[src/rtl/chan_packet_dram_lut_rd_ctrl.sv]
// ---------------------------------------------------------------------------
// chan_packet_dram_lut_rd_ctrl
//
// Read-back controller for the channel-packet DRAM lookup table. A rising
// edge on the software start bit launches a counted burst of DRAM read
// commands. Each returned word is written into the LUT at its return index.
// A 32-bit status word reports done/busy/timeout/overrun and the returned
// count back to software.
//
// Ports:
//   user_clk, user_rst     : clock and synchronous active-high reset
//   start                  : software start level (rising edge acts)
//   base_addr, num_reads   : burst base address and length, latched on start
//   cmd_valid/addr/ready   : DRAM read command channel (valid/ready)
//   rd_valid, rd_data      : DRAM read-return strobe and data
//   lut_we/addr/data       : LUT write port (one pulse per counted return)
//   status                 : {done, busy, timeout, overrun, 12'b0, returned}
// ---------------------------------------------------------------------------
module chan_packet_dram_lut_rd_ctrl #(
    parameter int ADDR_W  = 24,
    parameter int CNT_W   = 16,
    parameter int TIMEOUT = 4096
) (
    input  logic              user_clk,
    input  logic              user_rst,
    input  logic              start,
    input  logic [ADDR_W-1:0] base_addr,
    input  logic [CNT_W-1:0]  num_reads,
    output logic              cmd_valid,
    output logic [ADDR_W-1:0] cmd_addr,
    input  logic              cmd_ready,
    input  logic              rd_valid,
    input  logic [31:0]       rd_data,
    output logic              lut_we,
    output logic [CNT_W-1:0]  lut_addr,
    output logic [31:0]       lut_data,
    output logic [31:0]       status
);

    // The idle timer only has to reach TIMEOUT-1.
    localparam int TMR_W = (TIMEOUT > 1) ? $clog2(TIMEOUT) : 1;
    localparam logic [TMR_W-1:0] TMR_LAST = TMR_W'(TIMEOUT - 1);

    typedef enum logic [1:0] {
        S_IDLE  = 2'd0,
        S_ISSUE = 2'd1,
        S_DRAIN = 2'd2,
        S_DONE  = 2'd3
    } state_t;

    state_t            state_q, state_d;
    logic              start_q;
    logic [ADDR_W-1:0] base_q, base_d;
    logic [CNT_W-1:0]  num_q, num_d;
    logic [CNT_W-1:0]  issued_q, issued_d;
    logic [CNT_W-1:0]  returned_q, returned_d;
    logic [TMR_W-1:0]  timer_q, timer_d;
    logic              timeout_q, timeout_d;
    logic              overrun_q, overrun_d;
    logic              cmd_valid_q, cmd_valid_d;
    logic [ADDR_W-1:0] cmd_addr_q, cmd_addr_d;
    logic              lut_we_q, lut_we_d;
    logic [CNT_W-1:0]  lut_addr_q, lut_addr_d;
    logic [31:0]       lut_data_q, lut_data_d;
    logic [31:0]       status_q, status_d;

    logic              start_evt_s;
    logic              busy_s;
    logic              clear_s;
    logic              hs_s;
    logic              rd_ok_s;
    logic              expire_s;
    logic [CNT_W-1:0]  issued_nx_s;
    logic [CNT_W-1:0]  returned_nx_s;

    // Event decode shared by the next-state and datapath logic.
    always_comb begin
        start_evt_s = start & ~start_q;
        busy_s      = (state_q == S_ISSUE) || (state_q == S_DRAIN);
        // Start events only act from IDLE or DONE.
        clear_s     = ~busy_s & start_evt_s;
        hs_s        = cmd_valid_q & cmd_ready;
        // Returns beyond the requested count are overruns, never written.
        rd_ok_s     = rd_valid & busy_s & (returned_q < num_q);
        if (hs_s) begin
            issued_nx_s = issued_q + {{(CNT_W-1){1'b0}}, 1'b1};
        end else begin
            issued_nx_s = issued_q;
        end
        if (rd_ok_s) begin
            returned_nx_s = returned_q + {{(CNT_W-1){1'b0}}, 1'b1};
        end else begin
            returned_nx_s = returned_q;
        end
        // Any handshake or counted return this cycle keeps the burst alive,
        // so a final return landing on the expiry cycle wins over timeout.
        expire_s = busy_s & ~hs_s & ~rd_ok_s & (timer_q == TMR_LAST);
    end

    // Next-state logic of the burst FSM.
    always_comb begin
        state_d = state_q;
        case (state_q)
            S_IDLE, S_DONE: begin
                if (start_evt_s) begin
                    if (num_reads == {CNT_W{1'b0}}) begin
                        state_d = S_DONE;
                    end else begin
                        state_d = S_ISSUE;
                    end
                end else begin
                    state_d = state_q;
                end
            end
            S_ISSUE: begin
                if (hs_s && (issued_nx_s == num_q)) begin
                    // Last command and last return in one cycle skip DRAIN.
                    if (returned_nx_s == num_q) begin
                        state_d = S_DONE;
                    end else begin
                        state_d = S_DRAIN;
                    end
                end else if (expire_s) begin
                    state_d = S_DONE;
                end else begin
                    state_d = S_ISSUE;
                end
            end
            S_DRAIN: begin
                if (returned_nx_s == num_q) begin
                    state_d = S_DONE;
                end else if (expire_s) begin
                    state_d = S_DONE;
                end else begin
                    state_d = S_DRAIN;
                end
            end
            default: state_d = S_IDLE;
        endcase
    end

    // Burst counters, idle timer and sticky flags.
    always_comb begin
        base_d     = base_q;
        num_d      = num_q;
        issued_d   = issued_q;
        returned_d = returned_q;
        timer_d    = timer_q;
        timeout_d  = timeout_q;
        if (clear_s) begin
            base_d     = base_addr;
            num_d      = num_reads;
            issued_d   = {CNT_W{1'b0}};
            returned_d = {CNT_W{1'b0}};
            timer_d    = {TMR_W{1'b0}};
            timeout_d  = 1'b0;
        end else if (busy_s) begin
            issued_d   = issued_nx_s;
            returned_d = returned_nx_s;
            if (hs_s || rd_ok_s) begin
                timer_d = {TMR_W{1'b0}};
            end else if (expire_s) begin
                timeout_d = 1'b1;
            end else begin
                timer_d = timer_q + {{(TMR_W-1){1'b0}}, 1'b1};
            end
        end else begin
            timeout_d = timeout_q;
        end
        // An uncounted return always marks overrun, even on a start cycle.
        if (rd_valid && !rd_ok_s) begin
            overrun_d = 1'b1;
        end else if (clear_s) begin
            overrun_d = 1'b0;
        end else begin
            overrun_d = overrun_q;
        end
    end

    // Registered-output next values, derived from next state and counters.
    always_comb begin
        cmd_valid_d = (state_d == S_ISSUE);
        if (cmd_valid_d) begin
            // Address wraps modulo 2^ADDR_W by truncation.
            cmd_addr_d = base_d + ADDR_W'(issued_d);
        end else begin
            cmd_addr_d = cmd_addr_q;
        end
        lut_we_d = rd_ok_s;
        if (rd_ok_s) begin
            lut_addr_d = returned_q;
            lut_data_d = rd_data;
        end else begin
            lut_addr_d = lut_addr_q;
            lut_data_d = lut_data_q;
        end
        status_d = {(state_d == S_DONE),
                    ((state_d == S_ISSUE) || (state_d == S_DRAIN)),
                    timeout_d, overrun_d, 12'h000, 16'(returned_d)};
    end

    // State register.
    always_ff @(posedge user_clk) begin
        if (user_rst) begin
            state_q <= S_IDLE;
        end else begin
            state_q <= state_d;
        end
    end

    // Datapath and output registers.
    always_ff @(posedge user_clk) begin
        if (user_rst) begin
            start_q     <= 1'b0;
            base_q      <= {ADDR_W{1'b0}};
            num_q       <= {CNT_W{1'b0}};
            issued_q    <= {CNT_W{1'b0}};
            returned_q  <= {CNT_W{1'b0}};
            timer_q     <= {TMR_W{1'b0}};
            timeout_q   <= 1'b0;
            overrun_q   <= 1'b0;
            cmd_valid_q <= 1'b0;
            cmd_addr_q  <= {ADDR_W{1'b0}};
            lut_we_q    <= 1'b0;
            lut_addr_q  <= {CNT_W{1'b0}};
            lut_data_q  <= 32'h0000_0000;
            status_q    <= 32'h0000_0000;
        end else begin
            start_q     <= start;
            base_q      <= base_d;
            num_q       <= num_d;
            issued_q    <= issued_d;
            returned_q  <= returned_d;
            timer_q     <= timer_d;
            timeout_q   <= timeout_d;
            overrun_q   <= overrun_d;
            cmd_valid_q <= cmd_valid_d;
            cmd_addr_q  <= cmd_addr_d;
            lut_we_q    <= lut_we_d;
            lut_addr_q  <= lut_addr_d;
            lut_data_q  <= lut_data_d;
            status_q    <= status_d;
        end
    end

    assign cmd_valid = cmd_valid_q;
    assign cmd_addr  = cmd_addr_q;
    assign lut_we    = lut_we_q;
    assign lut_addr  = lut_addr_q;
    assign lut_data  = lut_data_q;
    assign status    = status_q;

endmodule

[config.mk]
export PLATFORM = sky130hd
export DESIGN_NAME = chan_packet_dram_lut_rd_ctrl
export DESIGN_NICKNAME = d
export VERILOG_FILES = /design/src/rtl/chan_packet_dram_lut_rd_ctrl.sv
export SDC_FILE = /design/constraint.sdc
export NUM_CORES = 1
export LEC_CHECK = 0
export ABC_AREA = 1
export CORE_ASPECT_RATIO = 1.2
export CORE_MARGIN = 2
export CORE_UTILIZATION = 47
export CTS_CLUSTER_SIZE = 30
export DETAILED_ROUTE_END_ITERATION = 10
export PLACE_DENSITY = 0.77
export SLEW_MARGIN = 20
export SYNTH_ARGS = -nofsm -noshare
export SYNTH_HDL_FRONTEND = slang
export SYNTH_SLANG_ARGS = --single-unit
[constraint.sdc]
create_clock -name user_clk -period 4.05 [get_ports user_clk]
set_input_delay 1.0125 -clock user_clk [delete_from_list [all_inputs] [get_ports user_clk]]
set_output_delay 1.0125 -clock user_clk [all_outputs]
set_load 0.1 [all_outputs]
==> impl_metrics.py, run 1 <==
metrics = {
    "route": {
        "via_count": 9762,
        "wl_per_cell_um": 14.6,
        "drcViolationCount": 0,
        "dr.pass1.iters": 6,
        "drt-total-wl_um": 27200,
        "drt.antenna.violating_nets": 0,
        "via_per_inst": 5.23,
        "drt-initial-drc-count": 729,
    },
    "timing": {
        "slew_headroom_pct": 30.0,
        "tightest_slew_ns": 1.05,
        "slew_viol_final": 0,
        "setup_viol": 0,
        "worst_clock_skew_ns": 0.0134,
        "finalHoldViolCount": 0,
        "rsz0062_at_grt": "false",
        "layout_min_cycle_time_ns": 3.74,
        "fmax_ghz": 0.267,
        "min_period_over_period_pct": 92.4,
        "finalWorstSetupSlack_ns": 0.309,
    },
    "place": {
        "place_hpwl_um": 19500,
        "numPortBuffers": 170,
        "place_area_sq_mm": 0.0119,
        "gp_congestion": 0.938,
        "dp_slack_ns": -0.466,
    },
    "setup_path": {
        "start_kind": "flop",
        "rr_endpoint": "cmd_addr[13]",
        "r2r_setup_slack_ns": 0.31,
        "worstPathArrival_ns": 4.07,
        "crit_path_start": "num_q[14]",
        "path_common_cell": "nand2_1",
        "max_stage_delay_ns": 0.39,
        "endpoint_kind": "flop",
        "slowest_stage": "dfxtp_1",
        "reg2reg_from": "num_q[14]",
        "endpoint": "cmd_addr[13]",
        "r2r_cells": 27,
        "worstPathMaxFanout": 29,
        "worst_ep_required_time_ns": 4.38,
        "critical_path_class": "reg -> reg",
    },
    "clock_tree": {
        "tritoncts": "done",
        "cts_buffer_depth": 2,
        "cts_root_buf": "clkbuf_16",
        "clk_latency_ns": 0.44,
        "numCtsBuffers": 17,
        "clkSlewWorstSetupHoldPaths_ns": 0.07,
        "h-tree-depth": 4,
        "clock-sinks": 165,
    },
    "pwr": {
        "power_frac_seq_pct": 20.4,
        "ir_worst_vdd_mv": 0.757,
        "power_density_mw_per_mm2": 902,
        "leakage_uw": 0.00570,
        "total_power_uw": 11500,
        "switchingPower_uw": 5880,
        "power_switching_share_pct": 51.0,
        "p_clk_share_pct": 13.7,
        "comb_power_share_pct": 65.9,
        "p_int_uw": 5650,
    },
    "global_route": {
        "gr-total-overflow": 0,
        "grt_pass1_wl_um": 42600,
        "grtUsageTotal_pct": 25.2,
        "grt_pass1_vias": 8906,
        "antenna_found_initial": 0,
        "grt_max_degree": 100,
    },
    "layout": {
        "final_nets": 1714,
        "post-route-util_pct": 67.3,
        "layout-drive-gt1-share_pct": 16.5,
        "area_growth_pct": 39.6,
        "num-fill-cells": 1623,
        "multiInputGateArea_sq_mm": 0.00512,
        "fin_area_sq_mm": 0.0128,
        "antennaDiodeCount": 0,
        "regArea_sq_mm": 0.00331,
        "layout_commonest_cell": "nand2_1",
        "mostFrequentLayoutCells": "nand2_1, clkdlybuf4s50_1, dfxtp_1",
    },
    "floorplanning": {
        "num_rows": 55,
        "core_area_sq_mm": 0.0190,
        "die_h_um": 157,
        "die_area_sq_mm": 0.0206,
        "start_util_pct": 48.2,
        "fp.dieW_um": 131,
        "num_io_pins": 183,
    },
    "logic_synthesis": {
        "synthesis.area_sq_mm": 0.00915,
        "synth_seq_cells": 165,
        "ys_seq_area_share_pct": 36.1,
        "synth.distinct_cells": 50,
        "syn_inst": 1322,
        "async_flop_share_pct": 0,
        "synth_edf_count": 0,
        "synth_warnings": 0,
        "synth_area_per_cell_sq_um": 6.92,
        "synth_flop_cell": "dfxtp_1",
    },
    "run_status": {
        "outcome": "finished, final reports clean",
    },
    "run": {
        "maxCapViolations": 0,
    },
    "hold_path": {
        "hp-class": "reg -> reg",
        "hold_depth": 2,
    },
}
-- power by group through the flow --
stage | Sequential (uW) | Combinational (uW) | Clock [uW]
floorplan | 3960 | 3220 | 0
global placement | 2360 | 7010 | 0
detailed placement | 2370 | 7100 | 0
CTS | 2340 | 7190 | 1600
global route | 2400 | 8210 | 1670
finish | 2350 | 7600 | 1580
-- timing repair --
| action | in CTS | in global routing |
|---|---|---|
| endpoints found under the setup margin | 1 | 24 |
| hold buffers | 0 | 0 |
| buffers inserted | 0 | 13 |
| cloned | 0 | 1 |
| gates resized for setup | 2 | 56 |
| pin swaps | 0 | 24 |
-- Yosys cell counts (all sizes together) (2+ instances only) --
master | count | share of area, %
a21oi | 122 | 6.7
xor2 | 31 | 3.0
nand3b | 3 | 0.25
o21bai | 3 | 0.25
a31oi | 7 | 0.48
nor3 | 32 | 1.9
nor2 | 149 | 6.4
ha | 39 | 5.3
clkbuf | 41 | 1.7
xnor2 | 9 | 0.86
o21ai | 79 | 4.5
nand2 | 285 | 12
nand3 | 53 | 3.0
dfxtp | 165 | 36
nor4 | 18 | 1.2
or2 | 24 | 1.6
mux2i | 5 | 0.55
buf | 27 | 2.1
and3 | 2 | 0.14
inv | 156 | 6.4
o221ai | 3 | 0.29
a21o | 2 | 0.16
a211oi | 20 | 1.6
a22oi | 2 | 0.16
nand4 | 34 | 2.3
-- cells by family (layout without fill, tap and decap cells) --
group                    count (synthesis)  after routing  synth area share (%)
AO/OA/AOI/OAI                          244            244                  14.8
buffers and inverters                  225            502                  10.2
XOR/XNOR                                40             40                  3.83
other                                    1             12                0.0410
AND/OR/NAND/NOR                        602            602                  28.9
adder cells (fa/ha/maj)                 40             40                  5.55
flip-flops                             165            165                  36.1
multiplexers                             5              5                 0.547
-- through the flow --
stage | TNS [ns] | hold WS (ns) | std cells
3_5_place_dp | -6.49 | 0.449 | 1820
2_1_floorplan | 0 | 0.430 | 1333
5_1_grt | 0 | 0.486 | 1866
4_1_cts | 0 | 0.458 | 1852
6_report | 0 | 0.455 | 1866
3_3_place_gp | -5.27 | 0.440 | 1820
-- layer usage --
metal / GRT usage, % / vias up / routed length (um)
met3: 4.57 / 79 / 1500
li1: - / 4860 / -
met4: 10.3 / 0 / 995
met1: 30.8 / 4469 / 11300
met5: 0 / - / 0
met2: 44.0 / 354 / 13400
-- sequential cells by signal (all words and copies together), names as in the netlist --
signal / cells
lut_we: 1
lut_addr: 16
status: 5
returned_q: 15
cmd_valid: 1
issued_q: 16
start_q: 1
cmd_addr: 24
base_q: 24
lut_data: 32
num_q: 16
timer_q: 12
state_q: 2
-- how the worst min path moves through the flow --
stage	endpoint	from	slack, ns
6_report	status[29]	status[29]	0.45
2_1_floorplan	status[29]	status[29]	0.43
3_5_place_dp	status[29]	status[29]	0.45
4_1_cts	status[29]	status[29]	0.46
3_3_place_gp	status[29]	status[29]	0.44
5_1_grt	lut_data[23]	lut_data[23]	0.49
-- layout make-up --
type	count	share of cell area, %
inverter	157	4.61
tap	256	2.51
sequential	165	25.9
clock inverter	15	1.11
clock buffer	17	3.33
timing repair buffer	313	22.5
multi-input combinational	943	40.0
-- critical path, delay by kind of cell, from the launching register on --
kind | cells | cell delay, ns
flops | 1 | 0.39
compound gates | 2 | 0.39
simple gates | 15 | 1.36
buf+inv | 8 | 1.03
fa+ha+maj | 2 | 0.46
Note: power is estimated with default switching activity, not from simulation.
==> inputs of run 2 (changes only) <==
--- a/config.mk
+++ b/config.mk
@@ -6,13 +6,14 @@
 export NUM_CORES = 1
 export LEC_CHECK = 0
 export ABC_AREA = 1
+export CELL_PAD_IN_SITES_DETAIL_PLACEMENT = 1
+export CELL_PAD_IN_SITES_GLOBAL_PLACEMENT = 2
 export CORE_ASPECT_RATIO = 1.2
 export CORE_MARGIN = 2
-export CORE_UTILIZATION = 47
+export CORE_UTILIZATION = 26
 export CTS_CLUSTER_SIZE = 30
 export DETAILED_ROUTE_END_ITERATION = 10
-export PLACE_DENSITY = 0.77
-export SLEW_MARGIN = 20
+export PLACE_DENSITY_LB_ADDON = 0.1
 export SYNTH_ARGS = -nofsm -noshare
 export SYNTH_HDL_FRONTEND = slang
 export SYNTH_SLANG_ARGS = --single-unit
==> impl_metrics.py, run 2 (synthesis gave the netlist of run 1 again) <==
metrics = {
    "setup_path": {
        "slowest_stage": "ha_1",
        "start_kind": "flop",
        "r2r_setup_slack_ns": 0.37,
        "r2r_cells": 19,
        "rr_endpoint": "cmd_addr[20]",
        "reg2reg_from": "state_q[0]",
        "endpoint_kind": "flop",
        "path_common_cell": "inv_1",
        "critical_path_class": "reg -> reg",
        "worstPathArrival_ns": 4.04,
        "path_cells": "inv_1 -> ha_1 -> buf_4 -> a21oi_1 -> nor3_1 -> ha_2 -> inv_2 -> fa_2 -> o21ai_4 -> a21boi_2 -> o21ai_1 -> inv_1 -> o21ai_2 -> a21oi_2 -> o21ai_4 -> nand3b_1 -> xor2_1 -> o21ai_1 -> inv_1",
        "max_stage_delay_ns": 0.43,
        "worst_ep_required_time_ns": 4.40,
        "worstPathMaxFanout": 18,
    },
    "place": {
        "place_hpwl_um": 25700,
        "gp_congestion": 0.809,
        "dp_slack_ns": -0.583,
        "numPortBuffers": 170,
    },
    "hold_path": {
        "hp-class": "reg -> reg",
        "hold_start": "status[29]",
        "hold_path_end": "status[29]",
        "hold_depth": 2,
    },
    "clock_tree": {
        "h-tree-depth": 4,
        "numCtsBuffers": 17,
        "hold_buffers": 0,
        "clock-sinks": 165,
        "cts_root_buf": "clkbuf_16",
        "tritoncts": "done",
        "clk_latency_ns": 0.46,
        "clkSlewWorstSetupHoldPaths_ns": 0.07,
        "cts_buffer_depth": 2,
    },
    "timing": {
        "finalWorstSetupSlack_ns": 0.367,
        "setup_viol": 0,
        "layout_min_cycle_time_ns": 3.68,
        "worst_clock_skew_ns": 0.0108,
        "finalHoldViolCount": 0,
        "hold_slack_ns": 0.450,
        "setup_tns_ns": 0,
        "slew_viol_final": 0,
        "tightest_slew_ns": 1.05,
        "fmax_ghz": 0.272,
        "min_period_over_period_pct": 90.9,
        "slew_headroom_pct": 29.9,
    },
    "layout": {
        "largest_reg_flops": 32,
        "regArea_sq_mm": 0.00330,
        "layout-drive-gt1-share_pct": 17.0,
        "layout_commonest_cell": "nand2_1",
        "antennaDiodeCount": 0,
        "area_growth_pct": 43.8,
        "num-fill-cells": 4324,
        "multiInputGateArea_sq_mm": 0.00512,
        "mostFrequentLayoutCells": "nand2_1, clkdlybuf4s50_1, dfxtp_1",
        "final_nets": 1738,
    },
    "route": {
        "wl_per_cell_um": 15.8,
        "via_per_inst": 4.54,
        "drt-total-wl_um": 33100,
        "drt.antenna.violating_nets": 0,
        "via_count": 9511,
        "drcViolationCount": 0,
        "dr.pass1.iters": 5,
        "drt-initial-drc-count": 407,
    },
    "floorplanning": {
        "core_area_sq_mm": 0.0348,
        "num_io_pins": 183,
        "die_h_um": 210,
        "fp.dieW_um": 175,
        "start_util_pct": 26.3,
        "die_area_sq_mm": 0.0367,
        "num_rows": 75,
    },
    "pwr": {
        "ir_worst_vdd_mv": 0.538,
        "leakage_uw": 0.00579,
        "power_density_mw_per_mm2": 893,
    },
    "global_route": {
        "gr-total-overflow": 0,
        "grt_pass1_wl_um": 51900,
        "grt_pass1_vias": 9789,
        "grt_max_degree": 85,
        "grtUsageTotal_pct": 18.0,
        "antenna_found_initial": 0,
    },
    "run": {
        "maxCapViolations": 0,
    },
    "run_status": {
        "outcome": "finished, final reports clean",
    },
}
-- run 2: cell types whose count changed in the layout (fill, tap and decap cells not counted), moves of 3 or more --
cell | before | now
clkinvlp_4 | 1 | 4
buf_12 | 5 | 2
buf_4 | 134 | 162
inv_6 | 6 | 1
clkinv_2 | 4 | 1
-- run 2: worst max-delay path by stage --
stage               start           end  slack [ns]  depth (start not counted)
2_1_floorplan       start  cmd_addr[22]       0.003                         23
3_3_place_gp    cmd_ready  cmd_addr[22]       -0.52                         20
3_5_place_dp    cmd_ready  cmd_addr[23]       -0.58                         25
4_1_cts         cmd_ready  cmd_addr[20]      0.0009                         20
5_1_grt          num_q[5]   cmd_addr[7]       -0.01                         28
6_report       state_q[0]  cmd_addr[20]        0.37                         19
-- run 2: worst max-delay path, delay by kind of cell (launching register included) --
family          cells  cell delay, ns
compound gates      8            1.18
buf+inv             5            0.53
flops               1            0.36
simple gates        2            0.28
xor+xnor            1            0.16
fa+ha+maj           3            1.06
-- run 2: cell type report --
| cell class | instances | share of cell area, % |
|---|---|---|
| clock buffers | 21 | 3.50 |
| clock inverters | 10 | 0.761 |
| inverters | 157 | 4.48 |
| multi-input cells | 943 | 38.9 |
| flip-flops and latches | 165 | 25.1 |
| well taps | 462 | 4.39 |
| repair buffers | 337 | 22.9 |
-- run 2: routing by layer --
layer / vias up / routed length, um / GRT usage [%]
li1: 4899 / - / -
met1: 4452 / 14700 / 21.9
met2: 124 / 16900 / 32.4
met3: 36 / 783 / 2.23
met4: 0 / 729 / 6.75
met5: - / 0 / 0
-- run 2: report_power, final --
group / leakage, uW / internal [uW] / switching (uW)
combinational: 0.00417 / 2810 / 5000
clock: 0.000262 / 878 / 719
sequential: 0.00135 / 2060 / 289
-- run 2: through the flow --
step,utilization [%],total power (uW),area (sq um),instances
after detailed placement,35.4,9960,12300,2054
after CTS,37.2,11700,12900,2086
after global placement,35.4,9870,12300,2054
after floorplan,-,7190,9210,1333
after global routing,37.8,12700,13200,2095
final,37.8,11800,13200,2095
-- run 2: timing repair --
action                                  CTS  global route
gates resized for setup                   7            43
cloned                                    0             1
endpoints found under the setup margin    8            24
pin swaps                                 3            24
hold endpoints to repair                  0             0
setup buffers                             1             8
==> RTL edit: new RTL, settings of run 2 <==
The 4 states of `state_t` get a Gray code encoding in 2 bits.
--- a/src/rtl/chan_packet_dram_lut_rd_ctrl.sv
+++ b/src/rtl/chan_packet_dram_lut_rd_ctrl.sv
@@ -44,6 +44,6 @@
     typedef enum logic [1:0] {
-        S_IDLE  = 2'd0,
-        S_ISSUE = 2'd1,
-        S_DRAIN = 2'd2,
-        S_DONE  = 2'd3
+        S_IDLE  = 2'b00,
+        S_ISSUE = 2'b01,
+        S_DRAIN = 2'b11,
+        S_DONE  = 2'b10
     } state_t;
Function: same outputs for any inputs over 4 cycles, from zero or initial values and one cycle with user_rst high; so few cycles prove little.
==> RTL edit against run 2 <==
First-iteration DRC count fell by 19%; count of clock-buffer cells in the layout fell by 3; maximum frequency fell by 1.9%; die area fell by 3.1%; final area fell by 5.8%; register-to-register slack improved by 0.29 ns; clock skew rose by 0.0047 ns; sequential cell count fell by 1; setup slack got worse by 0.070 ns; wire length fell by 5.7%; synthesized area fell by 3.2%; cell count fell by 5.4%.
Power is not compared: it rests on default switching activity, and its combinational part moved more than twofold at a synthesized area within 25%.
==> RTL edit: results <==
group,metric,value,unit
outcome,run_status,"complete, no violations",
placed_design,globalplace.congestion,0.782,
logic_synthesis,synth_cells,1270,
global_route,global_route_wire_length_before_repair,49900,um
worst_setup_path,reg2reg_to,"cmd_addr[23]$_SDFFE_PP0N_",
clock_network,clock_latency,0.44,ns
final_layout,final_layout_size_suffix_gt1_share,14.4,%
worst_setup_path,worstSetupEndpoint,"cmd_addr[22]$_SDFFE_PP0N_",
final_layout,multi_input_area,4900,um2
worst_setup_path,r2r_cell_count,22,
routing,route.met2.wl,16100,um
worst_setup_path,crit_family,"simple AND/OR/NAND/NOR gates",
worst_setup_path,slowest_delay,0.41,ns
routing,detail_route.vias_per_cell,4.54,
placed_design,place_ws,-0.347,ns
worst_setup_path,start_point_of_the_critical_path,"start",
final_layout,number_of_fill_cells_in_the_layout,4136,
timing,clock-skew-final,0.0154,ns
logic_synthesis,synth_top_cells_by_area,"dfxtp_1 (37%), nand2_1 (11%), a21oi_1 (6.9%), nor2_1 (6.9%), ha_1 (4.8%)",
worst_setup_path,path_max_fanout,6,
routing,detailroute.via_count,8997,
placed_design,cell_count_after_placement,1943,
global_route,gr-usage-met2,32.6,%
global_route,grt_pass1_vias,9266,
routing,met3RoutedLength,717,um
timing,worst_slew_margin_rel,31.2,%
routing,dr.first_iter.drc_count,328,
routing,drt_met1_wl,13800,um
timing,layout_setup_ws,0.298,ns
routing,routed_wl,31200,um
global_route,grt_usage,17.7,%
logic_synthesis,synth_cell_types,47,
placed_design,post-dp-hpwl,24000,um
worst_setup_path,crit-reg2reg-launch,"issued_q[0]$_SDFF_PP0_",
worst_setup_path,worst_path_max_delay_cell,"clkdlybuf4s50_1",
placed_design,instance_area_at_placement,11600,um2
logic_synthesis,ys_top_cells_by_count,"nand2_1 (259), dfxtp_1 (164), nor2_1 (163), a21oi_1 (123), inv_1 (105)",
global_route,grt_max_degree,78,
[RTL edit: layout make-up]
class / instances / area share [%]
inverter: 121 / 3.68
clock buffer: 18 / 3.54
tap: 456 / 4.60
sequential: 164 / 26.5
multi-input combinational: 927 / 39.5
clock inverter: 14 / 1.71
timing repair buffer: 281 / 20.5
[RTL edit: cell families (layout without fill, tap and decap cells)]
| family | count (synthesis) | count (layout) | synth area share (%) |
|---|---|---|---|
| buf+inv | 190 | 434 | 9.00 |
| other cells | 1 | 12 | 0.0423 |
| fa+ha+maj | 35 | 35 | 5.03 |
| flops | 164 | 164 | 37.1 |
| simple gates | 603 | 603 | 30.0 |
| xor+xnor | 49 | 49 | 5.01 |
| compound gates | 223 | 223 | 13.3 |
| mux | 5 | 5 | 0.565 |
[RTL edit: what timing repair did]
item | 4_1_cts | 5_1_grt
resized for setup | 0 | 25
buffers inserted | 0 | 6
endpoints found under the setup margin | 0 | 11
